## src/rtl/flag_adder_pkg.sv

```systemverilog
// Shared op encodings and status-flag bundle for the pipelined flag adder.
package flag_adder_pkg;

  localparam logic [1:0] OP_ADD = 2'd0;
  localparam logic [1:0] OP_SUB = 2'd1;
  localparam logic [1:0] OP_ADC = 2'd2;
  localparam logic [1:0] OP_SBC = 2'd3;

  typedef struct packed {
    logic sign;
    logic zero;
    logic overflow;
    logic carry;
    logic parity;
  } flags_t;

  // SUB and SBC add the inverted y operand
  function automatic logic op_inverts_y(input logic [1:0] op);
    return (op == OP_SUB) || (op == OP_SBC);
  endfunction

endpackage

```

## src/rtl/flag_adder_pipe_add_slice.sv

```systemverilog
// N-bit ripple-style adder slice with carry in and carry out.
module add_slice #(
  parameter int unsigned N = 8
) (
  input  logic [N-1:0] a,
  input  logic [N-1:0] b,
  input  logic         cin,
  output logic [N-1:0] sum_c,
  output logic         cout_c
);

  assign {cout_c, sum_c} = {1'b0, a} + {1'b0, b} + (N+1)'(cin);

endmodule

```

## src/rtl/flag_adder_pipe.sv

```systemverilog
// Two-stage add/sub pipeline (low half, then high half) with status flags,
// carry chaining across ops, valid/ready backpressure and sticky overflow.
module flag_adder_pipe
  import flag_adder_pkg::*;
#(
  parameter int unsigned WIDTH = 16
) (
  input  logic             clk,
  input  logic             rst_n,
  input  logic             in_valid,
  output logic             in_ready,
  input  logic [1:0]       in_op,
  input  logic [WIDTH-1:0] in_x,
  input  logic [WIDTH-1:0] in_y,
  output logic             out_valid,
  input  logic             out_ready,
  output logic [WIDTH-1:0] out_z,
  output logic             out_sign,
  output logic             out_zero,
  output logic             out_overflow,
  output logic             out_carry,
  output logic             out_parity,
  output logic             ovf_sticky,
  input  logic             clr_sticky
);

  localparam int unsigned H = WIDTH / 2;

  logic             en;
  logic [WIDTH-1:0] y_eff;
  logic             cin;
  logic             fwd_c;
  logic [H-1:0]     lo_sum;
  logic             lo_cout;

  logic             s1_valid;
  logic [H-1:0]     s1_lo_sum;
  logic             s1_lo_c;
  logic [H-1:0]     s1_x_hi;
  logic [H-1:0]     s1_y_hi;

  logic [H-1:0]     hi_sum;
  logic             hi_cout;
  logic [WIDTH-1:0] z_c;
  flags_t           flags_nxt;
  flags_t           flags_q;

  assign en       = ~out_valid | out_ready;
  assign in_ready = en;

  // Chained ops take the carry of the bundle just ahead, whether still in s1 or done
  assign fwd_c = s1_valid ? hi_cout : flags_q.carry;

  always_comb begin
    y_eff = in_y;
    cin   = 1'b0;
    if (op_inverts_y(in_op)) y_eff = ~in_y;
    case (in_op)
      OP_ADD:  cin = 1'b0;
      OP_SUB:  cin = 1'b1;
      default: cin = fwd_c;
    endcase
  end

  add_slice #(.N(H)) u_lo (
    .a      (in_x[H-1:0]),
    .b      (y_eff[H-1:0]),
    .cin    (cin),
    .sum_c  (lo_sum),
    .cout_c (lo_cout)
  );

  always_ff @(posedge clk or negedge rst_n) begin
    if (!rst_n) begin
      s1_valid  <= 1'b0;
      s1_lo_sum <= '0;
      s1_lo_c   <= 1'b0;
      s1_x_hi   <= '0;
      s1_y_hi   <= '0;
    end else if (en) begin
      s1_valid <= in_valid;
      if (in_valid) begin
        s1_lo_sum <= lo_sum;
        s1_lo_c   <= lo_cout;
        s1_x_hi   <= in_x[WIDTH-1:H];
        s1_y_hi   <= y_eff[WIDTH-1:H];
      end
    end
  end

  add_slice #(.N(H)) u_hi (
    .a      (s1_x_hi),
    .b      (s1_y_hi),
    .cin    (s1_lo_c),
    .sum_c  (hi_sum),
    .cout_c (hi_cout)
  );

  always_comb begin
    z_c                = {hi_sum, s1_lo_sum};
    flags_nxt.sign     = z_c[WIDTH-1];
    flags_nxt.zero     = (z_c == '0);
    flags_nxt.overflow = (s1_x_hi[H-1] == s1_y_hi[H-1]) && (z_c[WIDTH-1] != s1_x_hi[H-1]);
    flags_nxt.carry    = hi_cout;
    flags_nxt.parity   = ~^z_c;
  end

  always_ff @(posedge clk or negedge rst_n) begin
    if (!rst_n) begin
      out_valid  <= 1'b0;
      out_z      <= '0;
      flags_q    <= '0;
      ovf_sticky <= 1'b0;
    end else begin
      if (en) out_valid <= s1_valid;
      if (en && s1_valid) begin
        out_z   <= z_c;
        flags_q <= flags_nxt;
      end
      // A new overflow beats a simultaneous clear
      if (out_valid && out_ready && flags_q.overflow) ovf_sticky <= 1'b1;
      else if (clr_sticky)                             ovf_sticky <= 1'b0;
    end
  end

  assign out_sign     = flags_q.sign;
  assign out_zero     = flags_q.zero;
  assign out_overflow = flags_q.overflow;
  assign out_carry    = flags_q.carry;
  assign out_parity   = flags_q.parity;

endmodule

```

## config.mk

```make
export PLATFORM = sky130hd
export DESIGN_NAME = flag_adder_pipe
export DESIGN_NICKNAME = d
export VERILOG_FILES = /design/src/rtl/flag_adder_pkg.sv /design/src/rtl/flag_adder_pipe_add_slice.sv /design/src/rtl/flag_adder_pipe.sv
export SDC_FILE = /design/constraint.sdc
export NUM_CORES = 1
export LEC_CHECK = 0
export BUFFER_PORTS_ARGS = -buffer_cell sky130_fd_sc_hd__buf_2
export CELL_PAD_IN_SITES_DETAIL_PLACEMENT = 2
export CELL_PAD_IN_SITES_GLOBAL_PLACEMENT = 2
export CORE_MARGIN = 5
export CORE_UTILIZATION = 25
export DETAILED_ROUTE_END_ITERATION = 8
export PLACE_DENSITY_LB_ADDON = 0.1
export SETUP_SLACK_MARGIN = 0.1
export SYNTH_ARGS = -nofsm -noshare
export SYNTH_HDL_FRONTEND = slang
export SYNTH_HIERARCHICAL = 1
export SYNTH_SLANG_ARGS = --single-unit
```

## constraint.sdc

```tcl
create_clock -name clk -period 4.65 [get_ports clk]
set_input_delay 0.2325 -clock clk [delete_from_list [all_inputs] [get_ports clk]]
set_output_delay 0.2325 -clock clk [all_outputs]
set_load 0.1 [all_outputs]
```

==> results.ini <==
[placement]
globalplace.congestion=0.723
io_buffers=62
dpl-instance-area_um2=3330
dp_hpwl_mm=5.78

[timing]
slew_headroom_pct=55.6
fmax_mhz=254
final.setup_skew_ns=0.00455
rsz0062_at_grt=false
setup_viol=0
hold_violations=0
tightest_slew_ns=0.664
fin_setup_tns_ns=0
whs_ns=0.0611
fin_crit_ns=3.93
drv_slew=0
post-route-period-util_pct=84.5

[critical_path]
slowest_delay_ns=0.46
rr_worst_depth=14
slowest_stage=fa_1
critPathMaxFanout=2
criticalPathCategory=register to register
regToRegSetupSlack_ns=0.72
crit_top_cell=fa_1
required_ns=4.83
r2r-end=s1_lo_c$_DFFE_PN0P_
worst_setup_path_start_kind=register
critPathArrivalTime_ns=4.11
end_kind=register
path_cells=fa_1, fa_1, a21oi_1, o21a_1, o21ai_0, mux2i_1, a21oi_1, fa_1, fa_1, a21oi_1, nor2_1, nor2_1, o21ai_0, mux2_2
r2r_start=s1_x_hi[0]$_DFFE_PN0P_

[synthesis]
synth_top_area_share_pct=41.3
syn-cell-area_um2=2910
ys_warn_count=6
ys_seq_area_share_pct=41.3
syn_nets=341
synthArstFlopShare_pct=100
ys_types=38
ys.flop_type=dfrtp_1
synth_edf_count=0
synth_top_area_cell=dfrtp_1
synth.avg_cell_area_um2=10.5
synthTopCellsByArea=dfrtp_1 41%, ha_1 9.5%, mux2_4 7.2%, xnor2_1 5.4%, o21ai_0 5.2%
synth-seq-cells=48
syn_inst=276

[die]
die_x_um=118
coreArea_um2=11400
ios=63
die_y_um=118
die_area_um2=13900
rows=39
start_util_pct=25.5

[pwr]
cellPowerDensity_nw_per_um2=761
p_leak_nw=1.72
vdd_ir_drop_max_uv=513

[route]
via_count=2172
drc=0
antenna_left=0
drt-pass1-iter-count=4
wire_per_inst_um=15.6
drt-initial-drc-count=66
drt-total-wl_mm=7.49
via_per_inst=4.52

[finish]
postLayoutCellArea_um2=3470
area_growth_pct=19.5
layout.nets=402
drive_gt1_share_pct=27.8
fin_util_pct=30.4
seq_area_um2=1200
fill_cells=1284
antennaDiodeCount=0
multi_input_area_um2=1530

[clock_network]
clkTransAtPathRegs_ns=0.07
cts_max_level=2
numCtsBuffers=5
post-cts-setup-buffers=0
insertion_delay_ns=0.29
cts_buffer_depth=2
cts-root-buf=clkbuf_16
cts_sinks=48
cts_resized=0
cts_tree=done
cts.hold.buffers_added=0

[global_route]
grt_pass1_vias=2579
grt_use_total_pct=11.4
grt_max_degree=49
grt_pass1_wl_mm=12.9
grt.overflow.total=0
antenna_found_initial=0

[job]
cap_viol_max_count=0

[worst_hold_path]
worstHoldPathType=input pin to asynchronous set/reset pin

[outcome]
status=finished clean

-- synth_stat cells (2+ instances only) --
cell type  instances
buf_2              2
nor3_1             3
o21bai_1           2
inv_2              2
mux2_4            14
a311o_1            4
buf_6              5
nand3_1            5
nand4_1            3
mux2_2             4
buf_4              2
nor4_1             2
ha_1              22
a21oi_1           11
fa_1               4
inv_1             22
xnor2_1           18
a21o_1             4
dfrtp_1           48
nor2b_1            3
mux2i_1            2
xor2_1            13
o21ai_0           30
nor2_1             4
nand2_1           34
-- metal layers --
metal	vias up	part of all wire (%)	track usage, %
li1	1057	-	-
met1	1063	50	15.4
met2	46	45	18.1
met3	6	4.2	2.74
met4	0	1.1	3.23
met5	-	0	0
-- state kept, by name, summed over array words and instances (netlist names) --
| register | flops |
|---|---|
| out_carry | 1 |
| out_overflow | 1 |
| out_parity | 1 |
| out_valid | 1 |
| out_z | 16 |
| out_zero | 1 |
| ovf_sticky | 1 |
| s1_lo_c | 1 |
| s1_lo_sum | 8 |
| s1_valid | 1 |
| s1_x_hi | 8 |
| s1_y_hi | 8 |
-- report_power, final --
group,internal [mW],total (mW),switching [mW]
sequential,0.562,0.655,0.0937
clock,0.215,0.370,0.155
combinational,0.483,1.62,1.13
-- critical path: cells and delay by family, from the launching register on --
family / cells / cell delay, ns
mux: 2 / 0.44
simple gates: 2 / 0.21
compound gates: 6 / 1.03
fa+ha+maj: 4 / 1.73
flops: 1 / 0.40
-- layout by cell type, fill, tap and decap left out, types with 2 or more instances in the layout --
| cell | instances |
|---|---|
| buf_4 | 2 |
| ha_1 | 22 |
| o21ai_0 | 30 |
| dfrtp_1 | 48 |
| xor2_1 | 13 |
| o21bai_1 | 2 |
| clkbuf_16 | 5 |
| nor3_1 | 3 |
| clkbuf_1 | 2 |
| mux2_2 | 4 |
| mux2_4 | 14 |
| nor4_1 | 2 |
| nor2b_1 | 3 |
| nand3_1 | 5 |
| inv_1 | 22 |
| a21o_1 | 4 |
| fa_1 | 4 |
| mux2i_1 | 2 |
| buf_2 | 62 |
| nor2_1 | 4 |
| inv_2 | 2 |
| a311o_1 | 4 |
| nand2_1 | 34 |
| xnor2_1 | 18 |
| nand4_1 | 3 |
| a21oi_1 | 11 |
-- area by class of cell --
type	instances	share of cell area (%)
Clock buffer	8	4.22
Inverter	24	2.59
Multi-Input combinational cell	194	44.1
Sequential cell	48	34.6
Tap cell	143	5.15
Timing Repair Buffer	64	9.37
-- worst max-delay path by stage --
stage | slack, ns | endpoint | start
CTS | 0.62 | s1_lo_c$_DFFE_PN0P_ | s1_x_hi[0]$_DFFE_PN0P_
global route | 0.45 | s1_lo_c$_DFFE_PN0P_ | s1_x_hi[0]$_DFFE_PN0P_
global placement | 0.74 | s1_lo_c$_DFFE_PN0P_ | s1_x_hi[0]$_DFFE_PN0P_
detailed placement | 0.65 | s1_lo_c$_DFFE_PN0P_ | s1_x_hi[0]$_DFFE_PN0P_
floorplan | 1.14 | s1_lo_c$_DFFE_PN0P_ | s1_x_hi[0]$_DFFE_PN0P_
finish | 0.72 | s1_lo_c$_DFFE_PN0P_ | s1_x_hi[0]$_DFFE_PN0P_
-- cell families after synthesis --
kind of cell               count (synthesis)  synth area share (%)
AOI/OAI and AO/OA                         58                  12.1
adders and majority gates                 26                  12.2
and+or+nand+nor                           59                  9.56
DFF                                       48                  41.3
muxes                                     20                  9.47
xor gates and xnor gates                  31                  9.34
buffers and inverters                     34                  6.03
-- through the flow --
stage / worst slack [ns] / instances / total power, mW
6_report: 0.720 / 481 / 2.64
5_1_grt: 0.452 / 481 / 2.84
4_1_cts: 0.624 / 481 / 2.70
3_5_place_dp: 0.649 / 473 / 2.32
3_3_place_gp: 0.738 / 473 / 2.30
2_1_floorplan: 1.14 / 276 / 1.99
No activity file was read; power rests on OpenSTA's default activity.
